### src/rtl/ucie_ctl_rx_elastic_buffer.sv
// ucie_ctl_rx_elastic_buffer: show-ahead RX elastic FIFO with sticky overflow and saturating drop counter.
// Define UCIE_CTL_RX_PARITY_EN to store a per-entry even-parity bit and flag mismatches on pop.
module ucie_ctl_rx_elastic_buffer #(
  parameter int NBYTES   = 64,
  parameter int DEPTH    = 8,
  parameter int AFULL_TH = DEPTH - 2
) (
  input  logic                      i_clk,
  input  logic                      i_rst,
  input  logic [8*NBYTES-1:0]       i_rdi_pl_data,
  input  logic                      i_rdi_pl_valid,
  input  logic                      i_buffer_en,
  input  logic                      i_fdi_ready,
  input  logic                      i_clr_overflow,
  output logic [8*NBYTES-1:0]       o_fdi_data,
  output logic                      o_fdi_data_valid,
  output logic [$clog2(DEPTH):0]    o_count,
  output logic                      o_full,
  output logic                      o_empty,
  output logic                      o_almost_full,
  output logic                      o_overflow_detected,
  output logic [15:0]               o_drop_count,
  output logic                      o_parity_err
);
  localparam int AW = $clog2(DEPTH);
  localparam logic [AW:0] FULL_CNT = (AW+1)'(DEPTH);
  localparam logic [AW:0] AF_CNT   = (AW+1)'(AFULL_TH);
  logic [8*NBYTES-1:0] mem [DEPTH];
  logic [AW-1:0] wr_ptr, rd_ptr;
  logic [AW:0] count;
  logic pop, push, drop;
  assign o_count          = count;
  assign o_full           = count == FULL_CNT;
  assign o_empty          = count == '0;
  assign o_almost_full    = count >= AF_CNT;
  assign o_fdi_data_valid = i_buffer_en & ~o_empty;
  assign o_fdi_data       = mem[rd_ptr];
  assign pop              = o_fdi_data_valid & i_fdi_ready;
  assign push             = i_buffer_en & i_rdi_pl_valid & (~o_full | pop);
  assign drop             = i_buffer_en & i_rdi_pl_valid & o_full & ~pop;
  always_ff @(posedge i_clk or negedge i_rst) begin
    if (!i_rst) begin
      wr_ptr <= '0;
      rd_ptr <= '0;
      count  <= '0;
    end else begin
      wr_ptr <= wr_ptr + AW'(push);
      rd_ptr <= rd_ptr + AW'(pop);
      count  <= count + (AW+1)'(push) - (AW+1)'(pop);
    end
  end
  // A drop coinciding with a clear must still be recorded.
  always_ff @(posedge i_clk or negedge i_rst) begin
    if (!i_rst) begin
      o_overflow_detected <= 1'b0;
      o_drop_count        <= '0;
    end else begin
      o_overflow_detected <= drop | (o_overflow_detected & ~i_clr_overflow);
      o_drop_count        <= i_clr_overflow ? {15'd0, drop} :
                             (drop && o_drop_count != 16'hFFFF) ? o_drop_count + 16'd1 : o_drop_count;
    end
  end
  always_ff @(posedge i_clk) begin
    if (push) mem[wr_ptr] <= i_rdi_pl_data;
  end
`ifdef UCIE_CTL_RX_PARITY_EN
  logic par_mem [DEPTH];
  always_ff @(posedge i_clk) begin
    if (push) par_mem[wr_ptr] <= ^i_rdi_pl_data;
  end
  always_ff @(posedge i_clk or negedge i_rst) begin
    if (!i_rst) o_parity_err <= 1'b0;
    else        o_parity_err <= pop & ((^mem[rd_ptr]) != par_mem[rd_ptr]);
  end
`else
  assign o_parity_err = 1'b0;
`endif
endmodule

### config.mk
export PLATFORM = sky130hd
export DESIGN_NAME = ucie_ctl_rx_elastic_buffer
export DESIGN_NICKNAME = d
export VERILOG_FILES = /design/src/rtl/ucie_ctl_rx_elastic_buffer.sv
export SDC_FILE = /design/constraint.sdc
export NUM_CORES = 2
export LEC_CHECK = 0
export ABC_AREA = 1
export CORE_UTILIZATION = 55
export DETAILED_ROUTE_END_ITERATION = 12
export GPL_TIMING_DRIVEN = 0
export PLACE_DENSITY = 0.75
export SLEW_MARGIN = 40
export SYNTH_ARGS = -nofsm -noshare
export SYNTH_HDL_FRONTEND = slang
export SYNTH_SLANG_ARGS = --single-unit
export TNS_END_PERCENT = 50
### constraint.sdc
create_clock -name i_clk -period 33.1 [get_ports i_clk]
set_input_delay 4.965 -clock i_clk [delete_from_list [all_inputs] [get_ports i_clk]]
set_output_delay 4.965 -clock i_clk [all_outputs]
set_load 0.03 [all_outputs]
-- After elaboration in Yosys (flattened, before gate mapping)
Memory sizes are Yosys's and may differ from the RTL's.
Index checks and enable logic that the tools add are counted.
- add/subtract/negate cells: 5
- magnitude comparators: 1
- eq/ne operators: 2
- multiplexer cells: 4
- bitwise gates (word level): 13
- reductions and logical operators: 3
- operator list (cell ; number):
    $mux W16 ; 2
    $add A16 B1 Y16 const B ; 1
    $ne A16 B16 Y1 const B ; 1
    $and A1 B1 Y1 ; 7
    $add A3 B1 Y3 ; 2
    $add A4 B1 Y4 ; 1
    $eq A4 B4 Y1 const B ; 1
    $ge A4 B3 Y1 const B ; 1
    $logic_not A4 Y1 ; 1
    $not A1 Y1 ; 4
    $sub A4 B1 Y4 ; 1
    $mux W1 ; 2
    $or A1 B1 Y1 ; 2
    $reduce_bool A2 Y1 ; 1
    $logic_and A1 B1 Y1 ; 1
- register bits after elaboration: 27
- memory bits (writable): 4096
- bits of input ports: 518
- output and inout bits: 538
- word-level logic and storage cells: 34
- memories kept: 1
- memory list (name ; depth ; width ; rd ports ; clocked after Yosys merged registers in ; write ports ; line ; source):
    mem ; 8 ; 512 ; 1 ; 0 ; 1 ; 28 ; logic [8*NBYTES-1:0] mem [DEPTH];

-- Longest topological paths before layout
- depth after elaboration: 9
- gate-level depth with buffers: 12
- mapped depth without buffers: 12

-- Worst setup path before layout
OpenSTA, ideal clock, no wires.
- kind: input to register
- start: input port i_fdi_ready
- end: memory mem[0][0] (netlist bit) (enable)
- library setup time: 1.401 ns
- arrival time: 26.629 ns
- data required time: 31.699 ns
- setup slack: 5.070 ns
- stages: 4
- path buffers: 0
- cell sequence: nand3_1 a21oi_1 nand2_1 nor2_1
- cells in the longest elaborated chain, start to end: 5
- RTL lines (item ; line ; source):
    from (decl) ; 13 ; input logic i_fdi_ready,
    $and A1 B1 Y1 ; 38 ; assign pop = o_fdi_data_valid & i_fdi_ready;
    $or A1 B1 Y1 ; 39 ; assign push = i_buffer_en & i_rdi_pl_valid & (~o_full | pop);
    $and A1 B1 Y1 ; 39 ;
    $mux W1 ; 64 ; if (push) mem[wr_ptr] <= i_rdi_pl_data;
    $mux W1 (not written as such) ; 64 ;
    to (decl) ; 28 ;
No other way between the ends.

-- Worst setup path after layout
- start: input port i_buffer_en
- end: output port o_fdi_data_valid
- cells in the longest elaborated chain, start to end: 1
- RTL lines (item ; line ; source):
    from (decl) ; 12 ; input logic i_buffer_en,
    $and A1 B1 Y1 ; 36 ; assign o_fdi_data_valid = i_buffer_en & ~o_empty;
    to (decl) ; 16 ; output logic o_fdi_data_valid,
No other way between the ends.

==> key figures <==
Run status
  – Outcome: finished clean

Detailed routing
  – DR iter-0 viols: 13,700
  – Final WL: 474,000 um
  – ANT nets after route: 0
  – DRT Pass-1 Iters: 6
  – DRC Markers: 0
  – Routed wire per std cell: 28.4 um
  – Routed via count: between 100k and 150k
  – Vias/cell: 6.14

Worst setup path
  – Slowest-stage cell, CP: clkdlybuf4s50_1
  – Critical path, cell by cell: clkdlybuf4s50_1, inv_1, nor2_1, clkdlybuf4s50_1
  – Worst path top cell family by delay: buffers and inverters
  – Arrival time at the worst endpoint: roughly 6.4 ns
  – Crit path top cell by count: clkdlybuf4s50_1
  – CP startpoint kind: input port
  – Crit. End Element: primary output
  – Crit path largest cell delay: slightly below 0.7 ns
  – CP Class: input port to primary output
  – CP Buf/Inv Count: 3
  – Worst Path Required: roughly 28 ns
  – Crit Path Max Fanout: 3

Yosys
  – Synthesized instance count: 10,700
  – Largest family of logic cells by synthesized area: compound AO/OA/AOI/OAI gates
  – Syn Nets: approximately 11,000
  – Post-Synth Adder-Cell Area: less than 1%
  – Synth async-reset ratio: less than 1%
  – Post-synthesis mux area share: 6.42%
  – FF+latch count, synth: 4,123
  – Number of synthesized flops with an enable pin: 4,096
  – Post-synthesis simple-gate area fraction: 6.39%
  – Cell taking the most area after synthesis: edfxtp_1
  – YS warnings: 0
  – Prevailing post-synth register cell: edfxtp_1
  – Synth Cell Area: 160,000 um^2
  – Most frequent cell after synthesis: edfxtp_1
  – Syn avg cell area: 15.0 um^2
  – Top cell type's share of synthesized area: ~77%
  – Synth cell count leaders: edfxtp_1, nand2_1, nor2_1
  – Compound-cell area share of the yosys netlist: 7.24%
  – Post-synthesis sequential area ratio: between 70 and 80%
  – Top post-synthesis cells by area: edfxtp_1, mux2i_1, o22ai_1, nand2_1, o21ai_0
  – Unique cell type count in the Yosys netlist: 27
  – Post-synthesis xor/xnor area fraction: less than 1%

Place
  – Post-Place Cells: 15,800
  – Buffers on Ports: 1,054
  – Placer Congestion: 0.870
  – Dpl hpwl: 316,000 um

Clock network
  – Clk sinks: 4,123
  – Clk_lat worst skew: 0.95 ns
  – Post-CTS Resized: 0
  – Clock Path Buffers: 4
  – # hold bufs at CTS: 0
  – Setup bufs post-CTS: 0
  – CTS root buf: clkbuf_16
  – Clk slew on worst S/H paths: 0.06 ns
  – Cts bufs inserted: 409
  – CTS tree: yes
  – CTS HTree Levels: 5

Pwr
  – Maximum VDD drop: slightly above 0.09 mV
  – PwrDens: 96.5 nW/um^2
  – Leak Pwr: 68.2 nW

STA
  – Final Hold Viols: 0
  – Setup TNS: 0 ns
  – Minimum clock period: about 11 ns
  – Relative slew slack: 41.8%
  – Final Skew: 0.0400 ns
  – Final worst-path cycle share: ~34%
  – RSZ-0062 raised after global routing: no
  – Max-slew violations: 0
  – Worst-Margin Slew: 0.870 ns
  – Fmax: slightly below 0.09 GHz
  – Final Setup Violations: 0

Global routing
  – Initial antenna violation count: 186
  – Grt ovf: 0
  – GRT Total Usage: between 30% and 40%
  – Largest net degree at the start of global routing: 28
  – Vias in the first global route: 101,000
  – First-pass GRT wire length: around 670,000 um

Worst hold path
  – Hold WC Path Type: register to register

Floorplanning
  – Ports: 1,056
  – Die Area: 293,000 um^2
  – Initial core utilization: 55.4%
  – Die width: 541 um
  – Core area: 288,000 um^2
  – Chip height: 541 um
  – Core Rows: 197

Layout
  – FF+latch area: roughly 120,000 um^2
  – Layout cell share with drive strength beyond 1: under 10%
  – Footprint of the multi-input gates: 32,300 um^2
  – Final std cells w/o fill: 16,700
  – Area Overhead vs Synth: 22.6%
  – Filler instances: 18,500
  – Nets@finish: 13,000

Run
  – Max-cap violations: 0
## final cells by class
cell class                      count  area share [%]
Antenna cell                      117           0.150
Buffer                            686            1.88
Multi-Input combinational cell   5810            16.5
Clock buffer                      469            5.35
Timing Repair Buffer             1380            8.95
Clock inverter                    287            1.53
Inverter                           35          0.0677
Tap cell                         3781            2.42
Sequential cell                  4123            63.2
## report_power, final
part | switching, W | internal (W)
combinational | 0.00539 | 0.00258
sequential | 0.0000878 | 0.00616
clock | 0.00200 | 0.00266
## state kept, by name (all words and copies together) (netlist names)
name,flops
mem,4096
rd_ptr,3
wr_ptr,3
o_drop_count,16
o_count,4
o_overflow_detected,1
## placed cells by master (no fill, tap or decap), types with 48 or more instances in the layout
master and instances:
buf_16 167, buf_2 130, buf_6 64, buf_8 192, bufinv_16 48, clkbuf_1 432, clkbuf_16 409, clkdlybuf4s50_1 1053
clkinv_1 93, clkinv_2 88, diode_2 117, edfxtp_1 4096, mux2i_1 1024, nand2_1 1627, nor2_1 1048, o21ai_0 1025
o22ai_1 1024
## logic make-up (layout without fill, tap and decap cells)
| logic type | after synthesis | after routing |
|---|---|---|
| fa+ha+maj | 13 | 13 |
| flops | 4123 | 4123 |
| other cells | 1 | 118 |
| compound gates | 2055 | 2055 |
| xor+xnor | 8 | 8 |
| mux | 1024 | 1024 |
| buf+inv | 721 | 2857 |
| simple gates | 2709 | 2709 |
## layer usage
metal  vias up  track usage [%]  share of wire [%]
met5         -                0               0.14
met1     50900             40.6                 36
li1      44000                -                  -
met3      1093             8.51                 12
met2      6276             48.6                 46
met4       106             17.3                5.9
## path summary, 6_finish.rpt
| path | to | start | cells after the start | slack [ns] |
|---|---|---|---|---|
| worst max-delay path | o_fdi_data_valid | i_buffer_en | 4 | 21.70 |
| worst min-delay path | rd_ptr[0] | rd_ptr[0] | 1 | 0.52 |
| worst max register to register | mem[0][78] | o_count[2] | 15 | 28.51 |
| worst min register to register | rd_ptr[0] | rd_ptr[0] | 1 | 0.52 |
| max in group asynchronous | rd_ptr[0] | i_rst | 1 | 28.51 |
| min in group asynchronous | o_drop_count[12] | i_rst | 1 | 4.07 |
## worst reg2reg max path, stage by stage (launching register included)
cell and delay, ns:
dfrtp_1 0.43, inv_1 0.12, ha_1 0.21, nand2_1 0.09, nand3_1 0.12, a21oi_1 0.68
nand2_1 0.45, nor2_4 0.54, buf_16 0.23, buf_16 0.17, buf_8 0.22, buf_16 0.20
buf_8 0.21, buf_16 0.19, buf_8 0.21, buf_8 0.22
## through the flow
stage	cell area, um^2	power, W	hold WS [ns]	utilization (%)	worst slack [ns]
floorplan	160000	0.0110	0.473	-	5.07
global placement	175000	0.0146	0.482	60.7	-17.37
detailed placement	182000	0.0142	0.514	63.1	21.68
CTS	196000	0.0188	0.527	67.8	21.68
global route	196000	0.0195	0.545	67.9	21.66
finish	196000	0.0189	0.523	67.9	21.70
No activity file was read; power rests on OpenSTA's default activity.
